==> config.mk <==
export PLATFORM = sky130hd
export DESIGN_NAME = seq_streamer
export DESIGN_NICKNAME = d
export VERILOG_FILES = /design/src/rtl/seq_streamer.sv
export SDC_FILE = /design/constraint.sdc
export NUM_CORES = 1
export LEC_CHECK = 0
export ABC_AREA = 1
export CAP_MARGIN = 0
export CORE_MARGIN = 2
export CORE_UTILIZATION = 56
export CTS_BUF_LIST = sky130_fd_sc_hd__clkbuf_16
export CTS_CLUSTER_SIZE = 12
export DETAILED_ROUTE_END_ITERATION = 10
export HOLD_SLACK_MARGIN = 0.1
export PLACE_DENSITY = 0.83
export SYNTH_ARGS = -nofsm -noshare
export SYNTH_HDL_FRONTEND = slang
export SYNTH_SLANG_ARGS = --single-unit
==> constraint.sdc <==
create_clock -name CLK -period 4.2 [get_ports CLK]
set_clock_uncertainty 0.05 [all_clocks]
set_input_delay 0.42 -clock CLK [delete_from_list [all_inputs] [get_ports CLK]]
set_output_delay 0.42 -clock CLK [all_outputs]
set_load 0.1 [all_outputs]
==> src/rtl/seq_streamer.sv <==
// Streams 2-bit symbols, LSB-first, out of a packed-sequence memory.
// One word of prefetch buffering keeps sym_valid continuous across word boundaries.
module seq_streamer #(
    parameter int unsigned WORD_LEN = 32,
    parameter int unsigned ADDR_LEN = 6,
    parameter int unsigned LEN_W    = 12
) (
    input  logic                CLK,
    input  logic                RST,
    input  logic                start,
    input  logic [LEN_W-1:0]    seq_len,
    output logic                mem_rd,
    output logic [ADDR_LEN-1:0] mem_addr,
    input  logic [WORD_LEN-1:0] mem_rdata,
    output logic [1:0]          symbol,
    output logic                sym_valid,
    input  logic                sym_ready,
    output logic                BC_mode,
    output logic                busy,
    output logic                done
);

    localparam int unsigned SPW  = WORD_LEN / 2;
    localparam int unsigned WC_W = $clog2(SPW + 1);

    typedef enum logic [2:0] {
        IDLE,
        FETCH,
        WAIT,
        STREAM,
        FINISH
    } state_t;

    state_t                state_q, state_d;
    logic [LEN_W-1:0]      cnt_q, cnt_d;        // symbols still to transfer
    logic [LEN_W-1:0]      unf_q, unf_d;        // symbols whose word is not yet read
    logic [WORD_LEN-1:0]   shift_q, shift_d;
    logic [WC_W-1:0]       wcnt_q, wcnt_d;      // unconsumed symbols in shift_q
    logic [ADDR_LEN-1:0]   addr_q, addr_d;
    logic [WORD_LEN-1:0]   pf_q, pf_d;
    logic                  pf_valid_q, pf_valid_d;
    logic                  rd_pend_q, rd_pend_d;
    logic                  xfer;

    // Symbols a freshly loaded word contributes, capped by what is left of the sequence.
    function automatic logic [WC_W-1:0] fill_cnt(input logic [LEN_W-1:0] rem);
        if (32'(rem) >= SPW) fill_cnt = WC_W'(SPW);
        else                 fill_cnt = WC_W'(rem);
    endfunction

    function automatic logic [LEN_W-1:0] unf_next(input logic [LEN_W-1:0] rem);
        if (32'(rem) > SPW) unf_next = rem - LEN_W'(SPW);
        else                unf_next = '0;
    endfunction

    always_ff @(posedge CLK or posedge RST) begin
        if (RST) begin
            state_q    <= IDLE;
            cnt_q      <= '0;
            unf_q      <= '0;
            shift_q    <= '0;
            wcnt_q     <= '0;
            addr_q     <= '0;
            pf_q       <= '0;
            pf_valid_q <= 1'b0;
            rd_pend_q  <= 1'b0;
        end else begin
            state_q    <= state_d;
            cnt_q      <= cnt_d;
            unf_q      <= unf_d;
            shift_q    <= shift_d;
            wcnt_q     <= wcnt_d;
            addr_q     <= addr_d;
            pf_q       <= pf_d;
            pf_valid_q <= pf_valid_d;
            rd_pend_q  <= rd_pend_d;
        end
    end

    always_comb begin
        state_d    = state_q;
        cnt_d      = cnt_q;
        unf_d      = unf_q;
        shift_d    = shift_q;
        wcnt_d     = wcnt_q;
        addr_d     = addr_q;
        pf_d       = pf_q;
        pf_valid_d = pf_valid_q;
        rd_pend_d  = rd_pend_q;
        mem_rd     = 1'b0;
        mem_addr   = addr_q;
        sym_valid  = 1'b0;
        done       = 1'b0;
        xfer       = 1'b0;

        case (state_q)
            IDLE: begin
                if (start) begin
                    if (seq_len != '0) begin
                        cnt_d      = seq_len;
                        unf_d      = seq_len;
                        addr_d     = '0;
                        wcnt_d     = '0;
                        pf_valid_d = 1'b0;
                        rd_pend_d  = 1'b0;
                        state_d    = FETCH;
                    end else begin
                        state_d = FINISH;
                    end
                end
            end

            FETCH: begin
                mem_rd  = 1'b1;
                unf_d   = unf_next(unf_q);
                state_d = WAIT;
            end

            WAIT: begin
                shift_d = mem_rdata;
                wcnt_d  = fill_cnt(cnt_q);
                addr_d  = addr_q + ADDR_LEN'(1);
                state_d = STREAM;
            end

            STREAM: begin
                sym_valid = (wcnt_q != '0);
                xfer      = sym_valid && sym_ready;

                // A read is only issued into an empty buffer, so capture never collides with a drain.
                if (!pf_valid_q && !rd_pend_q && unf_q != '0) begin
                    mem_rd    = 1'b1;
                    rd_pend_d = 1'b1;
                    addr_d    = addr_q + ADDR_LEN'(1);
                    unf_d     = unf_next(unf_q);
                end
                if (rd_pend_q) begin
                    pf_d       = mem_rdata;
                    pf_valid_d = 1'b1;
                    rd_pend_d  = 1'b0;
                end

                if (xfer) begin
                    cnt_d   = cnt_q - LEN_W'(1);
                    shift_d = shift_q >> 2;
                    wcnt_d  = wcnt_q - WC_W'(1);
                    if (cnt_q == LEN_W'(1)) begin
                        state_d = FINISH;
                    end else if (wcnt_q == WC_W'(1) && pf_valid_q) begin
                        shift_d    = pf_q;
                        wcnt_d     = fill_cnt(cnt_q - LEN_W'(1));
                        pf_valid_d = 1'b0;
                    end
                end else if (wcnt_q == '0 && pf_valid_q) begin
                    shift_d    = pf_q;
                    wcnt_d     = fill_cnt(cnt_q);
                    pf_valid_d = 1'b0;
                end
            end

            FINISH: begin
                done       = 1'b1;
                wcnt_d     = '0;
                pf_valid_d = 1'b0;
                rd_pend_d  = 1'b0;
                state_d    = IDLE;
            end

            default: state_d = IDLE;
        endcase
    end

    assign symbol  = sym_valid ? shift_q[1:0] : 2'b00;
    assign busy    = (state_q != IDLE);
    assign BC_mode = (state_q == FETCH) || (state_q == WAIT) || (state_q == STREAM);

endmodule

==> impl_metrics.env, run 1 <==
export IMPL_clock_root_buffer="sky130_fd_sc_hd__clkbuf_16"
export IMPL_p_leak_nw=3.12
export IMPL_chain_of_cells_forming_the_critical_path="inv_1 > nor2_2 > inv_2 > nor2_4 > buf_4 > nand2_1 > nor2_1 > buf_4"
export IMPL_fillers=809
export IMPL_reg2regPathDepth=12
export IMPL_die_outline_area_mm2=0.0113
export IMPL_clk_transition_reported_paths_ps=70
export IMPL_post_cts_setup_buffers=0
export IMPL_finalCritPeriodShare_pct=72.6
export IMPL_top_signal_layer_used="met4"
export IMPL_final_cell_count_no_fill=886
export IMPL_synth_simple_area_share_pct=18.8
export IMPL_synth_largest_area_cell="sky130_fd_sc_hd__dfrtp_1"
export IMPL_drt_pre_antenna_iters=5
export IMPL_post_synth_num_cell_types=42
export IMPL_portBuffers=60
export IMPL_finalWeightedCongestion=0.915
export IMPL_hold_path_class="flop to flop"
export IMPL_viasPerCell=5.63
export IMPL_synth_ff_latch_count=104
export IMPL_cts_tree="built"
export IMPL_timing_worst_slew_pin_value_ps=982
export IMPL_timing_final_setup_violations=0
export IMPL_antenna_diode_count=0
export IMPL_met3RoutedLength_um=822
export IMPL_synth_yosys_seq_area_share_pct=44.5
export IMPL_antenna_found_initial=0
export IMPL_r2r_start="state_q[1]"
export IMPL_stdcell_area_mm2=0.00674
export IMPL_largest_family_of_logic_cells_by_synthesized_area="simple AND/OR/NAND/NOR gates"
export IMPL_synthesis_instances=699
export IMPL_die_width_um=106
export IMPL_drt_wirelength_mm=13.7
export IMPL_number_of_enable_flip_flop_cells_after_synthesis=0
export IMPL_whs_ps=438
export IMPL_synthesis_yosys_warnings=0
export IMPL_design_core_area_mm2=0.0102
export IMPL_drt_drc_violations_left=0
export IMPL_num_io_pins=61
export IMPL_crit_path_max_fanout=27
export IMPL_clock_latency_ps=350
export IMPL_synth_flop_cell="sky130_fd_sc_hd__dfrtp_1"
export IMPL_timing_critical_path_mode_cell="sky130_fd_sc_hd__buf_4"
export IMPL_finalWorstPathRequiredPeriod_ps=3050
export IMPL_final_hold_vios=0
export IMPL_post_synthesis_instance_area_mm2=0.00585
export IMPL_slowest_stage_cell_crit_path="sky130_fd_sc_hd__dfrtp_1"
export IMPL_unrepaired_setup_endpoints_after_global_routing="false"
export IMPL_hold_path_startpoint="wcnt_q[4]"
export IMPL_dr_first_iter_drc_count=433
export IMPL_share_of_final_layout_standard_cells_stronger_than_drive_strength_1_pct=11.2
export IMPL_ctsResizeCount=0
export IMPL_maxSlewHeadroom_pct=34.3
export IMPL_met1_length_mm=6.17
export IMPL_critPathLaunchType="flop"
export IMPL_outcome="finished, final reports clean"
export IMPL_endpoint_kind="output port"
export IMPL_timing_reg2reg_setup_slack_ps=1540
export IMPL_path_delay_family="buffers and inverters"
export IMPL_yosys_area_share_xor_xnor_pct=1.80
export IMPL_wl_met2_mm=6.52
export IMPL_setup_tns_final_ps=0
export IMPL_first_global_vias=4935
export IMPL_post_cts_hold_fix_bufs=0
export IMPL_drt_antenna_net_count=0
export IMPL_synth_adder_area_share_pct=1.50
export IMPL_grt_total_usage_pct=25.9
export IMPL_timing_hold_worst_endpoint="wcnt_q[4]"
export IMPL_grt_ovfl_total=0
export IMPL_ir_worst_vdd_mv=0.690
export IMPL_cts_buffers_inserted=9
export IMPL_drt_wirelength_per_cell_um=15.5
export IMPL_synth_area_leaders="sky130_fd_sc_hd__dfrtp_1 44%, sky130_fd_sc_hd__nand2_1 8.8%, sky130_fd_sc_hd__inv_1 5.8%"
export IMPL_detailed_place_hpwl_mm=9.53
export IMPL_synth_compound_area_share_pct=18.5
export IMPL_initial_utilization_pct=57.2
export IMPL_synthMuxAreaShare_pct=5.39
export IMPL_critical_path_buf_inv_count=4
export IMPL_required_ps=3730
export IMPL_first_pass_grt_wire_length_mm=23.6
export IMPL_regToRegEndpoint="cnt_q[8]"
export IMPL_synth_net_count=754
export IMPL_total_via_count_after_detailed_routing=4991
export IMPL_rows=37
export IMPL_die_span_in_y_um=106
export IMPL_async_s_r_ff_share_synth_pct=100
export IMPL_tritoncts_num_sinks=104
export IMPL_worstHoldPathCells=2
export IMPL_cts_buffer_depth=2
export IMPL_cellPowerDensity_mw_per_mm2=899
export IMPL_post_place_cells=870
export IMPL_critical_path_arrival_ps=2580
export IMPL_postPlaceCellArea_mm2=0.00646
export IMPL_finalWorstSetupSlack_ps=1150
export IMPL_final_max_slew_violation_count=0
export IMPL_crit_path_kind="flop to output port"
export IMPL_max_freq_ghz=0.328
export IMPL_flow_area_growth_from_synthesis_pct=15.2
export IMPL_maximum_single_stage_delay_on_the_critical_path_ps=460
export IMPL_syn_avg_cell_area_um2=8.37
export IMPL_pin_count_of_the_biggest_net_entering_global_routing=62
export IMPL_max_cap_violations=0
export IMPL_synth_top_area_share_pct=44.5
export IMPL_design_final_nets=800
export IMPL_detailedPlace_worstSlack_ps=1500
export IMPL_cts_htree_levels=3
## placed cells by master, fill, tap and decap left out, types with 6 or more instances in the layout
cell type | synthesis | routed
sky130_fd_sc_hd__a21oi_1 | 54 | 54
sky130_fd_sc_hd__a22oi_1 | 28 | 28
sky130_fd_sc_hd__buf_4 | 2 | 8
sky130_fd_sc_hd__clkbuf_16 | 0 | 9
sky130_fd_sc_hd__clkdlybuf4s50_1 | 0 | 56
sky130_fd_sc_hd__dfrtp_1 | 104 | 104
sky130_fd_sc_hd__ha_1 | 7 | 7
sky130_fd_sc_hd__inv_1 | 90 | 90
sky130_fd_sc_hd__mux2_2 | 28 | 28
sky130_fd_sc_hd__nand2_1 | 137 | 137
sky130_fd_sc_hd__nand2_2 | 6 | 6
sky130_fd_sc_hd__nand3_1 | 25 | 25
sky130_fd_sc_hd__nand4_1 | 12 | 12
sky130_fd_sc_hd__nor2_1 | 46 | 46
sky130_fd_sc_hd__nor2_2 | 7 | 7
sky130_fd_sc_hd__o211ai_1 | 32 | 32
sky130_fd_sc_hd__o21ai_0 | 35 | 35
sky130_fd_sc_hd__o22ai_1 | 10 | 10
sky130_fd_sc_hd__xor2_1 | 9 | 9
## per-stage QoR
stage	power (mW)	util, %
final	6.06	65.9
after global routing	6.59	65.9
after CTS	6.05	65.9
after detailed placement	5.20	63.1
after global placement	5.05	63.1
after floorplan	4.60	-
## report_power, final
part	switching (mW)	internal, mW
Sequential	0.291	1.52
Combinational	2.29	1.14
Clock	0.408	0.417
## tightest hold or removal path: stages, from the launching register on
cell	delay, ps
sky130_fd_sc_hd__dfrtp_1	350
sky130_fd_sc_hd__nand2_1	60
sky130_fd_sc_hd__nand2_1	50
## area by class of cell
cell class,count,area [um^2],share of cell area [%]
flip-flops and latches,104,2600,38.6
multi-input cells,469,2690,39.9
repair buffers,64,621,9.20
inverters,97,373,5.53
clock buffers,9,225,3.34
well taps,136,170,2.52
clock inverters,7,61.3,0.909
## worst max-delay path by stage
stage          startpoint   endpoint  slack (ps)  depth (start not counted)
3_5_place_dp   state_q[1]  symbol[0]        1500                          8
5_1_grt        state_q[1]  symbol[1]         940                          8
6_report       state_q[1]  symbol[1]        1150                          8
3_3_place_gp   state_q[0]  symbol[0]        1540                          6
2_1_floorplan         RST   cnt_q[0]        1000                          1
4_1_cts        state_q[1]  symbol[0]        1140                          8
## state kept, by name, indices dropped and copies added, names as in the netlist
signal	cells
pf_q	32
wcnt_q	5
pf_valid_q	1
unf_q	12
mem_addr	6
shift_q	32
state_q	3
cnt_q	12
rd_pend_q	1
## kinds of logic after synthesis
kind of cell / after synthesis
AO/OA/AOI/OAI: 174
XOR/XNOR: 12
adder cells (fa/ha/maj): 7
buffers and inverters: 126
flip-flops: 104
multiplexers: 28
AND/OR/NAND/NOR: 248
## Yosys cell counts, types with 2 or more instances
library cell	number
sky130_fd_sc_hd__nor2_2	7
sky130_fd_sc_hd__clkbuf_1	5
sky130_fd_sc_hd__nand2_2	6
sky130_fd_sc_hd__inv_2	5
sky130_fd_sc_hd__o211ai_1	32
sky130_fd_sc_hd__nand2_1	137
sky130_fd_sc_hd__o22ai_1	10
sky130_fd_sc_hd__a31oi_1	2
sky130_fd_sc_hd__o21ai_1	5
sky130_fd_sc_hd__buf_4	2
sky130_fd_sc_hd__xor2_1	9
sky130_fd_sc_hd__o21ai_0	35
sky130_fd_sc_hd__a21oi_4	2
sky130_fd_sc_hd__a22oi_1	28
sky130_fd_sc_hd__buf_6	7
sky130_fd_sc_hd__nand3_1	25
sky130_fd_sc_hd__ha_1	7
sky130_fd_sc_hd__nand4_1	12
sky130_fd_sc_hd__buf_2	15
sky130_fd_sc_hd__dfrtp_1	104
sky130_fd_sc_hd__mux2_2	28
sky130_fd_sc_hd__nor3_1	4
sky130_fd_sc_hd__nor2_4	4
sky130_fd_sc_hd__a21oi_1	54
sky130_fd_sc_hd__inv_1	90
sky130_fd_sc_hd__xnor2_1	3
sky130_fd_sc_hd__nor2_1	46
## metal layers
| layer | GRT usage [%] | vias up |
|---|---|---|
| met5 | 0 | - |
| met4 | 8.27 | 0 |
| met3 | 4.17 | 19 |
| met2 | 41.5 | 180 |
| met1 | 36.3 | 2352 |
| li1 | - | 2440 |
Note: power is estimated with default switching activity, not from simulation.
==> inputs of run 2 (changes only) <==
Settings changed: CORE_UTILIZATION 56 to 52, PLACE_DENSITY 0.83 to 0.81.
Clock period 4.2 ns to 2.6 ns, I/O delays scaled along.
==> impl_metrics.env, run 2 (same netlist as run 1, synthesis figures left out) <==
export IMPL_power_frac_comb_pct=57.2
export IMPL_antenna_diode_count=0
export IMPL_clock_latency_ps=350
export IMPL_total_via_count_after_detailed_routing=5088
export IMPL_viasPerCell=5.68
export IMPL_cts_htree_levels=3
export IMPL_die_width_um=110
export IMPL_flow_area_growth_from_synthesis_pct=17.5
export IMPL_post_cts_hold_fix_bufs=0
export IMPL_grt_ovfl_total=0
export IMPL_clk_transition_reported_paths_ps=70
export IMPL_drt_wirelength_mm=13.7
export IMPL_cts_buffers_inserted=9
export IMPL_p_leak_nw=3.18
export IMPL_clock_power_share_pct=13.7
export IMPL_most_frequent_cells_in_the_layout="137 x sky130_fd_sc_hd__nand2_1, 104 x sky130_fd_sc_hd__dfrtp_1, 88 x sky130_fd_sc_hd__inv_1"
export IMPL_dr_first_iter_drc_count=361
export IMPL_design_final_nets=806
export IMPL_num_io_pins=61
export IMPL_top_regs="pf_q x32, shift_q x32"
export IMPL_layout_commonest_cell="sky130_fd_sc_hd__nand2_1"
export IMPL_unrepaired_setup_endpoints_after_global_routing="false"
export IMPL_drt_wirelength_per_cell_um=15.3
export IMPL_final_hold_vios=0
export IMPL_design_core_area_mm2=0.0109
export IMPL_r2r_start="wcnt_q[0]"
export IMPL_fin_util_pct=63.1
export IMPL_pin_count_of_the_biggest_net_entering_global_routing=62
export IMPL_post_cts_setup_buffers=0
export IMPL_antenna_found_initial=0
export IMPL_required_ps=2290
export IMPL_cts_buffer_depth=2
export IMPL_drt_antenna_net_count=0
export IMPL_finalCritPeriodShare_pct=92.7
export IMPL_crit_path_kind="flop to output port"
export IMPL_postPlaceCellArea_mm2=0.00657
export IMPL_die_outline_area_mm2=0.0121
export IMPL_max_freq_ghz=0.415
export IMPL_cts_tree="built"
export IMPL_critPathLaunchType="flop"
export IMPL_clock_root_buffer="sky130_fd_sc_hd__clkbuf_16"
export IMPL_ctsResizeCount=0
export IMPL_rows=38
export IMPL_max_cap_violations=0
export IMPL_maxSlewHeadroom_pct=48.5
export IMPL_drt_pre_antenna_iters=5
export IMPL_regToRegEndpoint="shift_q[14]"
export IMPL_power_internal_mw=5.20
export IMPL_share_of_final_layout_standard_cells_stronger_than_drive_strength_1_pct=13.0
export IMPL_part_of_the_total_power_dissipated_in_sequential_elements_pct=29.1
export IMPL_final_max_slew_violation_count=0
export IMPL_first_global_vias=5003
export IMPL_ir_worst_vdd_mv=1.31
export IMPL_timing_reg2reg_setup_slack_ps=190
export IMPL_reg2regPathDepth=10
export IMPL_finalWeightedCongestion=0.971
export IMPL_setup_tns_final_ps=0
export IMPL_crit_path_max_fanout=19
export IMPL_initial_utilization_pct=53.7
export IMPL_whs_ps=341
export IMPL_crit_path_end="symbol[0]"
export IMPL_timing_final_setup_violations=0
export IMPL_sw_frac_of_total_pct=48.0
export IMPL_p_sw_mw=4.80
export IMPL_hold_path_class="input pin to async pin"
export IMPL_cellPowerDensity_mw_per_mm2=1460
export IMPL_finalWorstPathRequiredPeriod_ps=2410
export IMPL_detailed_place_hpwl_mm=9.44
export IMPL_drt_drc_violations_left=0
export IMPL_worstSetupStartpoint="state_q[1]"
export IMPL_critical_path_arrival_ps=2100
export IMPL_stdcell_area_mm2=0.00687
export IMPL_die_span_in_y_um=110
export IMPL_portBuffers=60
export IMPL_tritoncts_num_sinks=104
export IMPL_first_pass_grt_wire_length_mm=23.2
export IMPL_totalPowerFinal_mw=10.0
export IMPL_grt_total_usage_pct=24.2
export IMPL_endpoint_kind="output port"
export IMPL_timing_worst_slew_pin_value_ps=771
export IMPL_outcome="finished, final reports clean"
-- run 2: cell types whose count changed in the layout (fill, tap and decap cells not counted), moves of 2 or more --
cell | before | now
sky130_fd_sc_hd__clkinv_1 | 0 | 3
sky130_fd_sc_hd__buf_4 | 8 | 15
sky130_fd_sc_hd__clkdlybuf4s50_1 | 56 | 47
sky130_fd_sc_hd__clkinvlp_4 | 0 | 2
sky130_fd_sc_hd__inv_1 | 90 | 88
sky130_fd_sc_hd__inv_8 | 2 | 0
sky130_fd_sc_hd__buf_12 | 0 | 7
-- run 2: metrics by stage --
step	worst slack, ps	std cells
6_report	191	896
5_1_grt	8.30	896
4_1_cts	171	896
3_5_place_dp	271	880
3_3_place_gp	351	880
2_1_floorplan	-268	699
-- run 2: how the worst min path moves through the flow --
stage	from	to	slack, ps
6_report	RST	pf_q[3]	340
5_1_grt	RST	shift_q[11]	440
4_1_cts	RST	pf_q[3]	380
3_5_place_dp	unf_q[1]	unf_q[1]	420
3_3_place_gp	unf_q[3]	unf_q[3]	420
2_1_floorplan	mem_rdata[30]	pf_q[30]	360
-- run 2: worst max-delay path: stages (launching register included) --
cell                      delay (ps)
sky130_fd_sc_hd__dfrtp_1         470
sky130_fd_sc_hd__inv_1            80
sky130_fd_sc_hd__nor2_2          170
sky130_fd_sc_hd__inv_2           130
sky130_fd_sc_hd__nor2_4          140
sky130_fd_sc_hd__buf_6           220
sky130_fd_sc_hd__nand2_1         140
sky130_fd_sc_hd__nor2_1          200
sky130_fd_sc_hd__buf_12          200
-- run 2: cell type report --
class / count / area (um^2)
clock buffer: 9 / 225
clock inverter: 7 / 67.6
fill: 886 / 4020
inverter: 97 / 378
multi-input combinational: 469 / 2690
sequential: 104 / 2600
tap: 140 / 175
timing repair buffer: 70 / 734
-- run 2: power groups by stage --
stage	Sequential, mW	Combinational (mW)	Clock, mW
2_1_floorplan	2.91	4.52	0
3_3_place_gp	2.88	5.50	0
3_5_place_dp	2.92	5.64	0
4_1_cts	2.90	5.69	1.39
5_1_grt	3.00	6.36	1.46
6_report	2.91	5.72	1.37
-- run 2: layer usage --
layer / wire length (um) / vias to the layer above / share of wire, % / GRT usage (%)
met5: 0 / - / 0 / 0
met4: 255 / 0 / 1.9 / 10.8
met3: 652 / 22 / 4.8 / 3.35
met2: 6650 / 159 / 49 / 39.8
met1: 6110 / 2461 / 45 / 32.0
li1: - / 2446 / - / -
==> inputs of run 3 (changes only) <==
Settings changed: CORE_MARGIN 2 to 10.
==> impl_metrics.env, run 3 (same netlist as run 1, synthesis figures left out) <==
export IMPL_flow_area_growth_from_synthesis_pct=18.5
export IMPL_hold_path_class="input pin to async pin"
export IMPL_finalCritPeriodShare_pct=93.4
export IMPL_design_core_area_mm2=0.0109
export IMPL_drt_antenna_net_count=0
export IMPL_final_max_slew_violation_count=0
export IMPL_num_io_pins=61
export IMPL_maxSlewHeadroom_pct=52.9
export IMPL_setup_tns_final_ps=0
export IMPL_die_outline_area_mm2=0.0159
export IMPL_first_pass_grt_wire_length_mm=24.0
export IMPL_antenna_found_initial=0
export IMPL_clock_latency_ps=350
export IMPL_cellPowerDensity_mw_per_mm2=1480
export IMPL_layout_commonest_cell="sky130_fd_sc_hd__nand2_1"
export IMPL_drt_wirelength_mm=14.3
export IMPL_dr_first_iter_drc_count=466
export IMPL_post_place_cells=881
export IMPL_outcome="finished, final reports clean"
export IMPL_first_global_vias=5002
export IMPL_drt_drc_violations_left=0
export IMPL_antenna_diode_count=0
export IMPL_grt_total_usage_pct=17.7
export IMPL_final_cell_count_no_fill=897
export IMPL_final_hold_vios=0
export IMPL_unrepaired_setup_endpoints_after_global_routing="false"
export IMPL_max_cap_violations=0
export IMPL_portBuffers=60
export IMPL_finalWorstPathRequiredPeriod_ps=2430
export IMPL_total_via_count_after_detailed_routing=5008
export IMPL_required_ps=2290
export IMPL_crit_path_max_fanout=15
export IMPL_whs_ps=318
export IMPL_cts_buffer_depth=2
export IMPL_crit_path_kind="flop to output port"
export IMPL_die_width_um=126
export IMPL_timing_final_setup_violations=0
export IMPL_viasPerCell=5.58
export IMPL_ir_worst_vdd_mv=0.797
export IMPL_cts_tree="built"
export IMPL_tritoncts_num_sinks=104
export IMPL_clk_transition_reported_paths_ps=70
export IMPL_finalWeightedCongestion=0.938
export IMPL_clock_root_buffer="sky130_fd_sc_hd__clkbuf_16"
export IMPL_design_final_nets=807
export IMPL_pin_count_of_the_biggest_net_entering_global_routing=62
export IMPL_share_of_final_layout_standard_cells_stronger_than_drive_strength_1_pct=13.3
export IMPL_cts_buffers_inserted=9
export IMPL_top_regs="pf_q x32, shift_q x32"
export IMPL_critical_path_arrival_ps=2120
export IMPL_cts_htree_levels=3
export IMPL_timing_worst_slew_pin_value_ps=704
export IMPL_drt_wirelength_per_cell_um=15.9
export IMPL_die_span_in_y_um=126
export IMPL_initial_utilization_pct=53.5
export IMPL_rows=38
export IMPL_post_cts_hold_fix_bufs=0
export IMPL_grt_ovfl_total=0
export IMPL_critPathLaunchType="flop"
export IMPL_p_leak_nw=3.21
export IMPL_max_freq_ghz=0.412
export IMPL_most_frequent_cells_in_the_layout="137 x sky130_fd_sc_hd__nand2_1, 103 x sky130_fd_sc_hd__dfrtp_1, 89 x sky130_fd_sc_hd__inv_1"
export IMPL_detailed_place_hpwl_mm=10.3
export IMPL_endpoint_kind="output port"
export IMPL_drt_pre_antenna_iters=4
[run 3: through the flow]
step                      total power [mW]  util [%]  worst slack [ps]  cell area, um^2
after detailed placement              8.67      60.3               258             6590
after global routing                  11.1      63.4              42.7             6930
after floorplan                       7.43         -              -268             5850
after CTS                             10.2      63.3               106             6920
final                                 10.2      63.4               171             6930
after global placement                8.45      60.3               297             6590
[run 3: layer usage]
| metal | part of all wire (%) | vias up | global-route usage (%) |
|---|---|---|---|
| li1 | - | 2454 | - |
| met1 | 45 | 2394 | 23.0 |
| met2 | 48 | 145 | 29.2 |
| met3 | 4.8 | 15 | 2.68 |
| met4 | 1.5 | 0 | 6.63 |
| met5 | 0 | - | 0 |
[run 3: worst max-delay path, cell delays in order, from the launching register on]
cell	delay, ps
sky130_fd_sc_hd__dfrtp_1	490
sky130_fd_sc_hd__nor2_4	200
sky130_fd_sc_hd__inv_2	130
sky130_fd_sc_hd__nor2_4	190
sky130_fd_sc_hd__buf_4	260
sky130_fd_sc_hd__nand3_1	150
sky130_fd_sc_hd__nand2_1	170
sky130_fd_sc_hd__buf_12	190
[run 3: report_power, final]
group / switching [mW] / internal (mW)
clock: 0.641 / 0.857
combinational: 3.76 / 2.06
sequential: 0.472 / 2.45
total: 4.87 / 5.37
[run 3: repair_timing]
item / 4_1_cts / 5_1_grt
setup buffers: 0 / 0
resized for setup: 0 / 3
endpoints found under the setup margin: 0 / 2
[run 3: final cells by class]
class                      instances  area [um^2]
fill                             881         4000
sequential                       104         2600
clock buffer                       9          225
clock inverter                     7          101
tap                              140          175
timing repair buffer              71          751
inverter                          97          374
multi-input combinational        469         2700
[run 3: final timing paths]
check	from	end	slack (ps)	cells after the start
setup / recovery	state_q[2]	mem_rd	170	7
hold / removal	RST	shift_q[3]	320	2
setup reg to reg	wcnt_q[0]	shift_q[25]	290	10
hold reg to reg	unf_q[0]	unf_q[0]	440	2
max in group asynchronous	RST	shift_q[23]	1540	3
min in group CLK	unf_q[0]	unf_q[0]	440	2
